<file path="config.mk">
export PLATFORM = sky130hd
export DESIGN_NAME = spi_flash_reader
export DESIGN_NICKNAME = d
export VERILOG_FILES = /design/src/rtl/spi_flash_reader.sv
export SDC_FILE = /design/constraint.sdc
export NUM_CORES = 1
export LEC_CHECK = 0
export ABC_AREA = 1
export BUFFER_PORTS_ARGS = -buffer_cell sky130_fd_sc_hd__buf_2
export CAP_MARGIN = 20
export CORE_MARGIN = 2
export CORE_UTILIZATION = 64
export DETAILED_ROUTE_END_ITERATION = 10
export GPL_TIMING_DRIVEN = 0
export PLACE_DENSITY = 0.94
export SYNTH_ARGS = -nofsm -noshare
export SYNTH_HDL_FRONTEND = slang
export SYNTH_SLANG_ARGS = --single-unit
</file>
<file path="constraint.sdc">
create_clock -name clk -period 5.3 [get_ports clk]
set_clock_uncertainty 0.1 [all_clocks]
set_input_delay 0.265 -clock clk [delete_from_list [all_inputs] [get_ports clk]]
set_output_delay 0.265 -clock clk [all_outputs]
set_load 0.01 [all_outputs]
</file>
<file path="src/rtl/spi_flash_reader.sv">
// spi_flash_reader: SPI mode-0 master that streams a block out of a NOR flash
// using Fast Read (0x0B, one bit per SCK) or Dual Output Fast Read (0x3B, two
// bits per SCK). Read bytes leave through a valid/ready stream. SCK is held
// low before the edge that would overwrite an unconsumed byte.
module spi_flash_reader #(
  parameter int unsigned CLK_DIV = 2,
  parameter bit          DUAL    = 1'b1
) (
  input  logic        clk,
  input  logic        resetn,
  input  logic        start,
  input  logic [23:0] addr,
  input  logic [15:0] len,
  output logic        busy,
  output logic        done,
  output logic [7:0]  rd_data,
  output logic        rd_valid,
  input  logic        rd_ready,
  output logic        spi_csn,
  output logic        spi_sck,
  output logic        spi_mosi_o,
  output logic        spi_mosi_oe,
  input  logic        spi_mosi_i,
  input  logic        spi_miso_i
);

  localparam logic [7:0] OPCODE        = DUAL ? 8'h3B : 8'h0B;
  localparam logic [4:0] BITS_PER_BYTE = DUAL ? 5'd4 : 5'd8;
  localparam logic [8:0] HALF_RELOAD   = 9'(CLK_DIV - 1);
  localparam logic [8:0] GAP_RELOAD    = 9'(2 * CLK_DIV - 1);

  typedef enum logic [2:0] {IDLE, CMD, ADDR, DUMMY, DATA, HOLD, GAP} state_t;

  state_t      state;
  logic [8:0]  half_cnt;   // clk cycles left in the current SCK half-period
  logic [4:0]  bit_cnt;    // rising edges left in the phase (DATA: in the byte)
  logic [15:0] byte_cnt;   // bytes still to be received
  logic [30:0] tx_sr;      // opcode[6:0] and address still to be shifted out
  logic [6:0]  rx_sr;      // partially assembled byte

  logic       tick;
  logic       accept;
  logic       byte_last_bit;
  logic       stall;
  logic [7:0] rx_next;

  assign tick          = (half_cnt == 9'd0);
  assign accept        = start && !busy;
  assign byte_last_bit = (bit_cnt == 5'd1);
  // Completing a byte while the previous one is still unconsumed would lose it
  assign stall         = byte_last_bit && rd_valid && !rd_ready;
  assign rx_next       = DUAL ? {rx_sr[5:0], spi_miso_i, spi_mosi_i}
                              : {rx_sr[6:0], spi_miso_i};

  // Transaction sequencer: SCK generation, shifting, output stream and status
  always_ff @(posedge clk or negedge resetn) begin
    if (!resetn) begin
      state       <= IDLE;
      half_cnt    <= '0;
      bit_cnt     <= '0;
      byte_cnt    <= '0;
      tx_sr       <= '0;
      rx_sr       <= '0;
      busy        <= 1'b0;
      done        <= 1'b0;
      rd_data     <= '0;
      rd_valid    <= 1'b0;
      spi_csn     <= 1'b1;
      spi_sck     <= 1'b0;
      spi_mosi_o  <= 1'b0;
      spi_mosi_oe <= 1'b0;
    end else begin
      done <= 1'b0;
      if (rd_valid && rd_ready) rd_valid <= 1'b0;
      if (state != IDLE) half_cnt <= tick ? HALF_RELOAD : half_cnt - 9'd1;

      case (state)
        IDLE: begin
          busy <= 1'b0;
          if (accept) begin
            busy <= 1'b1;
            if (len == 16'd0) begin
              done <= 1'b1;
            end else begin
              state       <= CMD;
              spi_csn     <= 1'b0;
              spi_mosi_oe <= 1'b1;
              spi_mosi_o  <= OPCODE[7];
              tx_sr       <= {OPCODE[6:0], addr};
              bit_cnt     <= 5'd8;
              byte_cnt    <= len;
              half_cnt    <= HALF_RELOAD;
            end
          end
        end

        CMD, ADDR, DUMMY: begin
          if (tick) begin
            if (!spi_sck) begin
              spi_sck <= 1'b1;
              bit_cnt <= bit_cnt - 5'd1;
            end else begin
              spi_sck <= 1'b0;
              // MOSI only moves on the falling edge so the flash sees stable data
              if (state != DUMMY) begin
                tx_sr      <= {tx_sr[29:0], 1'b0};
                spi_mosi_o <= tx_sr[30];
              end
              if (bit_cnt == 5'd0) begin
                case (state)
                  CMD: begin
                    state   <= ADDR;
                    bit_cnt <= 5'd24;
                  end
                  ADDR: begin
                    // Release IO0 for the whole dummy phase before the flash drives it
                    state       <= DUMMY;
                    bit_cnt     <= 5'd8;
                    spi_mosi_oe <= 1'b0;
                    spi_mosi_o  <= 1'b0;
                  end
                  default: begin
                    state   <= DATA;
                    bit_cnt <= BITS_PER_BYTE;
                  end
                endcase
              end
            end
          end
        end

        DATA: begin
          if (tick) begin
            if (!spi_sck) begin
              // A stalled edge is simply retried at the next half-period expiry
              if (!stall) begin
                spi_sck <= 1'b1;
                rx_sr   <= rx_next[6:0];
                if (byte_last_bit) begin
                  rd_data  <= rx_next;
                  rd_valid <= 1'b1;
                  byte_cnt <= byte_cnt - 16'd1;
                  bit_cnt  <= BITS_PER_BYTE;
                end else begin
                  bit_cnt <= bit_cnt - 5'd1;
                end
              end
            end else begin
              spi_sck <= 1'b0;
              if (byte_cnt == 16'd0) state <= HOLD;
            end
          end
        end

        HOLD: begin
          if (tick) begin
            state    <= GAP;
            spi_csn  <= 1'b1;
            done     <= 1'b1;
            half_cnt <= GAP_RELOAD;
          end
        end

        GAP: begin
          if (tick) begin
            state <= IDLE;
            busy  <= 1'b0;
          end
        end

        default: state <= IDLE;
      endcase
    end
  end

endmodule

</file>
==> results of run 1 <==
[cell type report]
cell class | instances | area share [%]
Sequential cell | 85 | 35.2
Clock buffer | 11 | 2.34
Timing Repair Buffer | 62 | 5.64
Inverter | 80 | 5.14
Clock inverter | 5 | 0.705
Tap cell | 105 | 2.18
Multi-Input combinational cell | 468 | 45.7
Buffer | 19 | 3.09
[final timing paths]
check	to	slack [ps]	cells after the start
min in group asynchronous	tx_sr[26]	300	2
setup / recovery	state[1]	3260	11
setup reg to reg	state[1]	3260	11
hold / removal	rd_data[0]	30	3
max in group asynchronous	tx_sr[14]	4180	3
hold reg to reg	bit_cnt[1]	390	2
[cell usage in the layout, fill, tap and decap left out, drive strengths merged]
cell         count
nand2          232
dfrtp           84
inv             81
buf             80
o21ai           66
nor2            64
nand3           43
mux2i           23
clkbuf          11
a21oi            9
xor2             8
ha               6
nor3             5
nand4            4
clkinv           3
o31ai            2
xnor2            2
nand3b           1
o22ai            1
o21bai           1
o211ai           1
clkinvlp         1
dlygate4sd3      1
dfstp            1
[registers in the layout (all words and copies together) (netlist names)]
name,cells
bit_cnt,5
busy,1
byte_cnt,16
done,1
half_cnt,9
rd_data,8
rd_valid,1
rx_sr,6
spi_csn,1
spi_mosi_o,1
spi_mosi_oe,1
spi_sck,1
state,3
tx_sr,31
[repair_timing]
| item | 4_1_cts | 5_1_grt |
|---|---|---|
| hold buffers | 1 | 0 |
| hold endpoints to repair | 33 | 0 |
| setup endpoints to repair | 0 | 0 |
[cell families (layout without fill, tap and decap cells)]
family / after synthesis / in the layout / share of synthesized area, %
AO/OA/AOI/OAI: 80 / 80 / 9.88
XOR/XNOR: 10 / 10 / 1.63
adder cells (fa/ha/maj): 6 / 6 / 1.39
buffers and inverters: 99 / 177 / 9.23
flip-flops: 85 / 85 / 39.5
multiplexers: 23 / 23 / 4.28
AND/OR/NAND/NOR: 349 / 349 / 34.1
[layer usage]
metal	wire length, um	track usage (%)	vias to the layer above
li1	-	-	2194
met3	515	4.39	18
met2	5910	51.2	123
met1	4860	32.7	2140
met4	203	10.6	0
met5	0	0	-
[report_power, final]
part	switching [mW]	leakage (nW)	internal, mW
sequential	0.212	1.05	0.908
combinational	1.41	2.04	0.851
clock	0.249	0.0905	0.188
[worst max-delay path, cell delays in order, from the launching register on]
cell and delay, ps:
dfrtp_1 400, inv_1 100, ha_1 180, nand2_1 80, nor2_2 150, nand3_4 150
nand2_1 160, nand2_1 110, nor2_4 230, nand2_1 120, nand2_1 80, nand2_1 50
==> tab_implementation.tex, run 1 <==
\begin{tabular}{lr}
\hline
Metric & Value \\
\hline
\multicolumn{2}{l}{\textbf{Synthesis}} \\
\quad Count of state elements after synthesis & between 80 and 90 \\
\quad EDFF count, synth & 0 \\
\quad Fraction of registers with async set/reset & between 90\% and 100\% \\
\quad Synthesis warning total & 0 \\
\quad Top\_reg\_cell synth & dfrtp\_1 \\
\quad Number of instances in the synthesized netlist & 652 \\
\quad Syn avg cell area & around 8.3 sq um \\
\quad Area leader, netlist & dfrtp\_1 \\
\quad Area share of the largest cell type after synthesis & between 30\% and 40\% \\
\quad Post-synthesis cell area & $\sim$5400 sq um \\
\quad Most used standard cells in the synthesized netlist & nand2\_1 (178), dfrtp\_1 (84), inv\_1 (67) \\
\quad Netlist cell types & 38 \\
\quad Number of nets in the synthesized netlist & between 700 and 800 \\
\quad Ranking of synthesized cells by area & dfrtp\_1 (39\%), nand2\_1 (12\%), o21ai\_2 (5.2\%) \\
\quad Most frequent cell after synthesis & nand2\_1 \\
\quad Register area share after synthesis & 39.5\% \\
\multicolumn{2}{l}{\textbf{Cells and area}} \\
\quad Nets & approximately 780 \\
\quad Post-Layout Cell Count & 835 \\
\quad Fraction of final layout cells with drive strength greater than 1 & between 20 and 30\% \\
\quad Ant. Diodes & 0 \\
\quad P\&R area growth vs syn & 12.2\% \\
\quad End-of-flow core utilization & around three quarters \\
\quad Final Instance Area & 6040 sq um \\
\quad Multi-input gate area in the final layout & approximately 2800 sq um \\
\quad Layout fillers & 573 \\
\quad Area taken by flip-flops and latches & around 2100 sq um \\
\multicolumn{2}{l}{\textbf{Clock tree}} \\
\quad Post-CTS resize count & 0 \\
\quad Number of CTS-inserted buffers & 9 \\
\quad Skew-Pair Late Insertion Delay & approximately 370 ps \\
\quad TritonCTS Sinks & between 80 and 90 \\
\quad Clock tree from TritonCTS & yes \\
\quad Count of H-tree levels built during CTS & 3 \\
\quad Root Driver & clkbuf\_8 \\
\quad Post-CTS Setup Bufs & 0 \\
\quad Maximum clock insertion buffer count & 2 \\
\quad Clock slew seen by the registers of the worst setup and hold paths & about 80 ps \\
\multicolumn{2}{l}{\textbf{GRT}} \\
\quad Maximum number of pins on one net before global-route repair & between 50 and 60 \\
\quad GRT Overall Usage & approximately 28\% \\
\quad First-pass GRT wire length & 19.9 mm \\
\quad Initial antenna violation count & 0 \\
\quad Global route overflow & 0 \\
\quad Via count of the first global-routing pass & $\sim$4600 \\
\multicolumn{2}{l}{\textbf{Hold path}} \\
\quad Class of the tightest hold or removal check & in2reg \\
\quad Startpoint of the lowest-slack hold path & spi\_mosi\_i \\
\multicolumn{2}{l}{\textbf{Critical path}} \\
\quad Highest net fanout along the worst path & 9 \\
\quad Crit path launch & half\_cnt[0] \\
\quad Arrival time at the worst endpoint & 2190 ps \\
\quad Category of the worst setup path capture point & flip-flop \\
\quad Data required time of the worst path & $\sim$5500 ps \\
\quad Worst reg2reg startpoint & half\_cnt[0] \\
\quad Type of the setup path with the least slack & reg2reg \\
\quad CP Launch Type & flip-flop \\
\multicolumn{2}{l}{\textbf{Power}} \\
\quad Leak & around 3.2 nW \\
\quad Ratio of total power to cell area & roughly 630 nW/um\^{}2 \\
\quad Power after layout & $\sim$3.8 mW \\
\quad Peak ir drop on the vdd network & between 0.3 and 0.4 mV \\
\multicolumn{2}{l}{\textbf{STA}} \\
\quad Rel. slew slack & between 60\% and 70\% \\
\quad Final worst hold slack & about 28 ps \\
\quad Number of endpoints with negative hold slack in the final report & 0 \\
\quad Min setup slack post-route & between 3000 and 4000 ps \\
\quad Measured slew at the worst slew-check pin & about 490 ps \\
\quad Post-route minimum period & between 2000 and 2500 ps \\
\quad Max Slew Vio Count & 0 \\
\quad RSZ-0062 raised after global routing & false \\
\quad Setup Total Neg Slack & 0 ps \\
\quad Total setup violations reported at the end of the flow & 0 \\
\quad Max Fclk & $\sim$490 MHz \\
\quad Share of the cycle needed by the critical path after routing & 38.5\% \\
\multicolumn{2}{l}{\textbf{Placed design}} \\
\quad Final estimated routing congestion in global placement & just over 1 \\
\quad Sum of net half-perimeters after detailed placement & about 8.6 mm \\
\quad Port buffer count & 60 \\
\quad Worst Setup Slack post-DPL & 3300 ps \\
\quad Placed cells & roughly 800 \\
\quad Placed standard-cell area & 5840 sq um \\
\multicolumn{2}{l}{\textbf{Floorplanning}} \\
\quad Core ar. & approximately 8200 sq um \\
\quad Die area & 9160 sq um \\
\quad DIE HEIGHT & between 90 and 100 um \\
\quad Starting density of the core & about 66\% \\
\quad Number of top-level design ports & 61 \\
\quad Die W & between 90 and 100 um \\
\quad Site Rows & 33 \\
\multicolumn{2}{l}{\textbf{Route}} \\
\quad Post-detailed-route wirelength per cell & about 14 um \\
\quad Vias after detailed routing & between 4000 and 5000 \\
\quad DRC Markers & 0 \\
\quad Average vias per placed instance & 5.36 \\
\quad 1st-iter DRT viols & 275 \\
\quad Total wire length & 11.5 mm \\
\quad Total iterations of the first detailed-routing run & 5 \\
\quad Number of antenna-violating nets in the routed design & 0 \\
\multicolumn{2}{l}{\textbf{Flow run}} \\
\quad Maximum Capacitance Violations & 0 \\
\multicolumn{2}{l}{\textbf{Run status}} \\
\quad Status & completed \\
\hline
\end{tabular}
No activity file was read; power rests on OpenSTA's default activity.
==> run 2, diff against run 1 <==
--- a/config.mk
+++ b/config.mk
@@ -9,10 +9,10 @@
 export BUFFER_PORTS_ARGS = -buffer_cell sky130_fd_sc_hd__buf_2
 export CAP_MARGIN = 20
 export CORE_MARGIN = 2
-export CORE_UTILIZATION = 64
+export CORE_UTILIZATION = 54
 export DETAILED_ROUTE_END_ITERATION = 10
 export GPL_TIMING_DRIVEN = 0
-export PLACE_DENSITY = 0.94
+export PLACE_DENSITY = 0.85
 export SYNTH_ARGS = -nofsm -noshare
 export SYNTH_HDL_FRONTEND = slang
 export SYNTH_SLANG_ARGS = --single-unit
==> constraint.sdc (replaced) <==
create_clock -name clk -period 1.85 [get_ports clk]
set_clock_uncertainty 0.1 [all_clocks]
set_input_delay 0.0925 -clock clk [delete_from_list [all_inputs] [get_ports clk]]
set_output_delay 0.0925 -clock clk [all_outputs]
set_load 0.01 [all_outputs]
==> run 2 against run 1 <==
  * The flow now finishes with violations (negative setup slack)
  * Die area grew 18%
  * First-iteration DRC count rose by 53%
  * Sequential share of layout area decreased by 5.3 points
  * Hold slack worse by 17 ps
  * Combinational power rose to 3.7 times the previous value
  * Sequential power grew to 3.0 times the previous value
  * Clock power grew to 3.1 times the previous value
  * Flip-flop and latch count unchanged
  * Total power rose to 3.4 times the previous value
  * Register-to-register slack lost 3300 ps
  * Design area grew 18%
  * Critical endpoint is now rx_sr[0]
==> tab_implementation.tex, run 2 (same netlist as run 1, synthesis figures left out) <==
\begin{tabular}{lr}
\hline
Metric & Value \\
\hline
\multicolumn{2}{l}{\textbf{Floorplanning}} \\
\quad Die area & between 10000 and 15000 sq um \\
\quad Starting density of the core & about 55\% \\
\quad Site Rows & 36 \\
\quad Number of top-level design ports & 61 \\
\quad Core ar. & slightly below 10000 sq um \\
\quad Die W & around 100 um \\
\quad DIE HEIGHT & $\sim$100 um \\
\multicolumn{2}{l}{\textbf{Critical path}} \\
\quad Data required time of the worst path & approximately 2000 ps \\
\quad Type of the setup path with the least slack & reg2reg \\
\quad Highest net fanout along the worst path & 4 \\
\quad Cell type of the slowest stage on the worst timing path & dfrtp\_1 \\
\quad Max incr delay on CP & approximately 410 ps \\
\quad List of cells traversed by the critical path & inv\_2, ha\_4, nand2\_4, nor2\_4, nand3\_4, buf\_12, clkinv\_8, nand4\_1, buf\_4, nand2\_2, o21ai\_1 \\
\quad Worst Reg2Reg Path Length in Cells & 11 \\
\quad Category of the worst setup path capture point & flip-flop \\
\quad CP Launch Type & flip-flop \\
\quad Arrival time at the worst endpoint & between 2000 and 2500 ps \\
\multicolumn{2}{l}{\textbf{GRT}} \\
\quad Global route overflow & 0 \\
\quad Maximum number of pins on one net before global-route repair & a little under 60 \\
\quad Initial antenna violation count & 0 \\
\quad First-pass GRT wire length & approximately 23 mm \\
\quad Via count of the first global-routing pass & 4963 \\
\quad GRT Overall Usage & about a quarter \\
\multicolumn{2}{l}{\textbf{Route}} \\
\quad Total wire length & $\sim$15 mm \\
\quad Average vias per placed instance & $\sim$5.3 \\
\quad Vias after detailed routing & 4970 \\
\quad Total iterations of the first detailed-routing run & 5 \\
\quad Post-detailed-route wirelength per cell & 15.9 um \\
\quad DRC Markers & 0 \\
\quad Number of antenna-violating nets in the routed design & 0 \\
\quad 1st-iter DRT viols & approximately 420 \\
\multicolumn{2}{l}{\textbf{Cells and area}} \\
\quad Most common cell after layout, fill and taps aside & nand2\_1 \\
\quad Area taken by flip-flops and latches & about 2100 sq um \\
\quad Fraction of final layout cells with drive strength greater than 1 & between 30\% and 40\% \\
\quad Ant. Diodes & 0 \\
\quad Nets & between 800 and 900 \\
\quad Layout fillers & about 670 \\
\quad Highest-count cells in the layout ignoring fill and taps & nand2\_1 (134), dfrtp\_1 (84), nand2\_2 (65) \\
\quad Top flop regs & tx\_sr: 31 flops, byte\_cnt: 16 flops, half\_cnt: 9 flops \\
\quad Largest Register & tx\_sr \\
\quad Number of flip-flops in the largest register & 31 \\
\quad P\&R area growth vs syn & 32.1\% \\
\quad Multi-input gate area in the final layout & a little over 3000 sq um \\
\multicolumn{2}{l}{\textbf{Hold path}} \\
\quad Class of the tightest hold or removal check & in2reg \\
\quad Min-Delay Path Depth & 5 \\
\multicolumn{2}{l}{\textbf{Run status}} \\
\quad Violations in the final reports & negative setup slack \\
\quad Status & finished with violations \\
\multicolumn{2}{l}{\textbf{Power}} \\
\quad Ratio of total power to cell area & between 1500 and 2000 nW/um\^{}2 \\
\quad Leak & 3.60 nW \\
\quad Power after layout & roughly 13 mW \\
\quad Peak ir drop on the vdd network & roughly 1.2 mV \\
\multicolumn{2}{l}{\textbf{Placed design}} \\
\quad Port buffer count & 60 \\
\quad Sum of net half-perimeters after detailed placement & 8.55 mm \\
\quad Final estimated routing congestion in global placement & just over 0.9 \\
\quad Worst Setup Slack post-DPL & -232 ps \\
\multicolumn{2}{l}{\textbf{Clock tree}} \\
\quad Clock slew seen by the registers of the worst setup and hold paths & $\sim$90 ps \\
\quad Root Driver & clkbuf\_8 \\
\quad Number of CTS-inserted buffers & 9 \\
\quad Skew-Pair Late Insertion Delay & approximately 360 ps \\
\quad Clock tree from TritonCTS & yes \\
\quad Count of H-tree levels built during CTS & 3 \\
\quad Maximum clock insertion buffer count & 2 \\
\quad TritonCTS Sinks & between 80 and 90 \\
\multicolumn{2}{l}{\textbf{STA}} \\
\quad RSZ-0062 raised after global routing & true \\
\quad Min setup slack post-route & -85.4 ps \\
\quad Share of the cycle needed by the critical path after routing & 105\% \\
\quad Max Fclk & between 500 and 600 MHz \\
\quad Max Slew Vio Count & 0 \\
\quad Post-route minimum period & between 1500 and 2000 ps \\
\quad Total setup violations reported at the end of the flow & 62 \\
\quad Rel. slew slack & 70.3\% \\
\quad Number of endpoints with negative hold slack in the final report & 0 \\
\quad Measured slew at the worst slew-check pin & roughly 440 ps \\
\multicolumn{2}{l}{\textbf{Flow run}} \\
\quad Maximum Capacitance Violations & 0 \\
\hline
\end{tabular}
==> run 2: cell count changes in the layout (fill, tap and decap cells not counted), moves of 4 or more <==
| cell | previous run | this run |
|---|---|---|
| nand2_1 | 178 | 134 |
| nand2_2 | 36 | 65 |
| nand3_2 | 1 | 7 |
| dlygate4sd3_1 | 1 | 39 |
| nand2_4 | 15 | 29 |
| nand3_1 | 36 | 30 |
| nor2_4 | 3 | 9 |
| nor2_2 | 6 | 2 |
| buf_4 | 4 | 22 |
| inv_1 | 67 | 62 |
| inv_2 | 9 | 13 |
==> run 2: metrics by stage <==
step | area (sq um) | instances | util [%] | setup TNS [ps] | hold WS, ps
finish | 7110 | 929 | 73.1 | -2180 | 10.4
global route | 7110 | 929 | 73.1 | -5850 | 26.7
CTS | 6750 | 921 | 69.3 | -77.7 | 3.15
detailed placement | 5880 | 846 | 60.4 | -6250 | -33.2
global placement | 5850 | 845 | 60.1 | -15590 | 222
floorplan | 5380 | 652 | - | 0 | -303
==> run 2: final cells by class <==
type                            instances  share of cell area (%)
Tap cell                              133                    2.34
Clock buffer                           11                    1.99
Buffer                                 18                    2.80
Inverter                               80                    4.54
Sequential cell                        85                    29.9
Clock inverter                          5                   0.810
Timing Repair Buffer                  128                    14.0
Multi-Input combinational cell        469                    43.5
==> run 2: path summary, 6_finish.rpt <==
check	startpoint	endpoint	slack (ps)
worst max register to register	half_cnt[0]	rx_sr[0]	-90
min in group asynchronous	resetn	byte_cnt[11]	100
max in group asynchronous	resetn	tx_sr[29]	930
worst min register to register	tx_sr[9]	tx_sr[9]	400
worst min-delay path	len[2]	byte_cnt[2]	10
worst max-delay path	half_cnt[0]	rx_sr[0]	-90
==> run 2: power by group <==
group / switching, mW / internal, mW
clock network: 0.695 / 0.665
registers: 0.716 / 2.60
logic: 4.96 / 3.37
total: 6.37 / 6.64
==> run 2: worst max-delay path: cells and delay by family (launching register included) <==
kind / cells / cell delay (ps)
AND/OR/NAND/NOR: 5 / 550
AO/OA/AOI/OAI: 1 / 60
adder cells (fa/ha/maj): 1 / 150
buffers and inverters: 4 / 550
flip-flops: 1 / 410
==> run 2: metal layers <==
layer	vias to the layer above	share of wire [%]	track usage, %
met4	0	3.4	10.8
met1	2372	39	30.6
met5	-	0	0
met2	216	52	46.6
met3	50	5.5	5.41
li1	2332	-	-
==> run 2: timing repair <==
| item | 4_1_cts | 5_1_grt |
|---|---|---|
| resized for setup | 31 | 81 |
| gates cloned | 4 | 1 |
| endpoints found under the setup margin | 64 | 78 |
| endpoints found under the hold margin | 125 | 0 |
| buffers inserted | 17 | 7 |
| pin swaps | 9 | 25 |
| hold buffers | 39 | 0 |
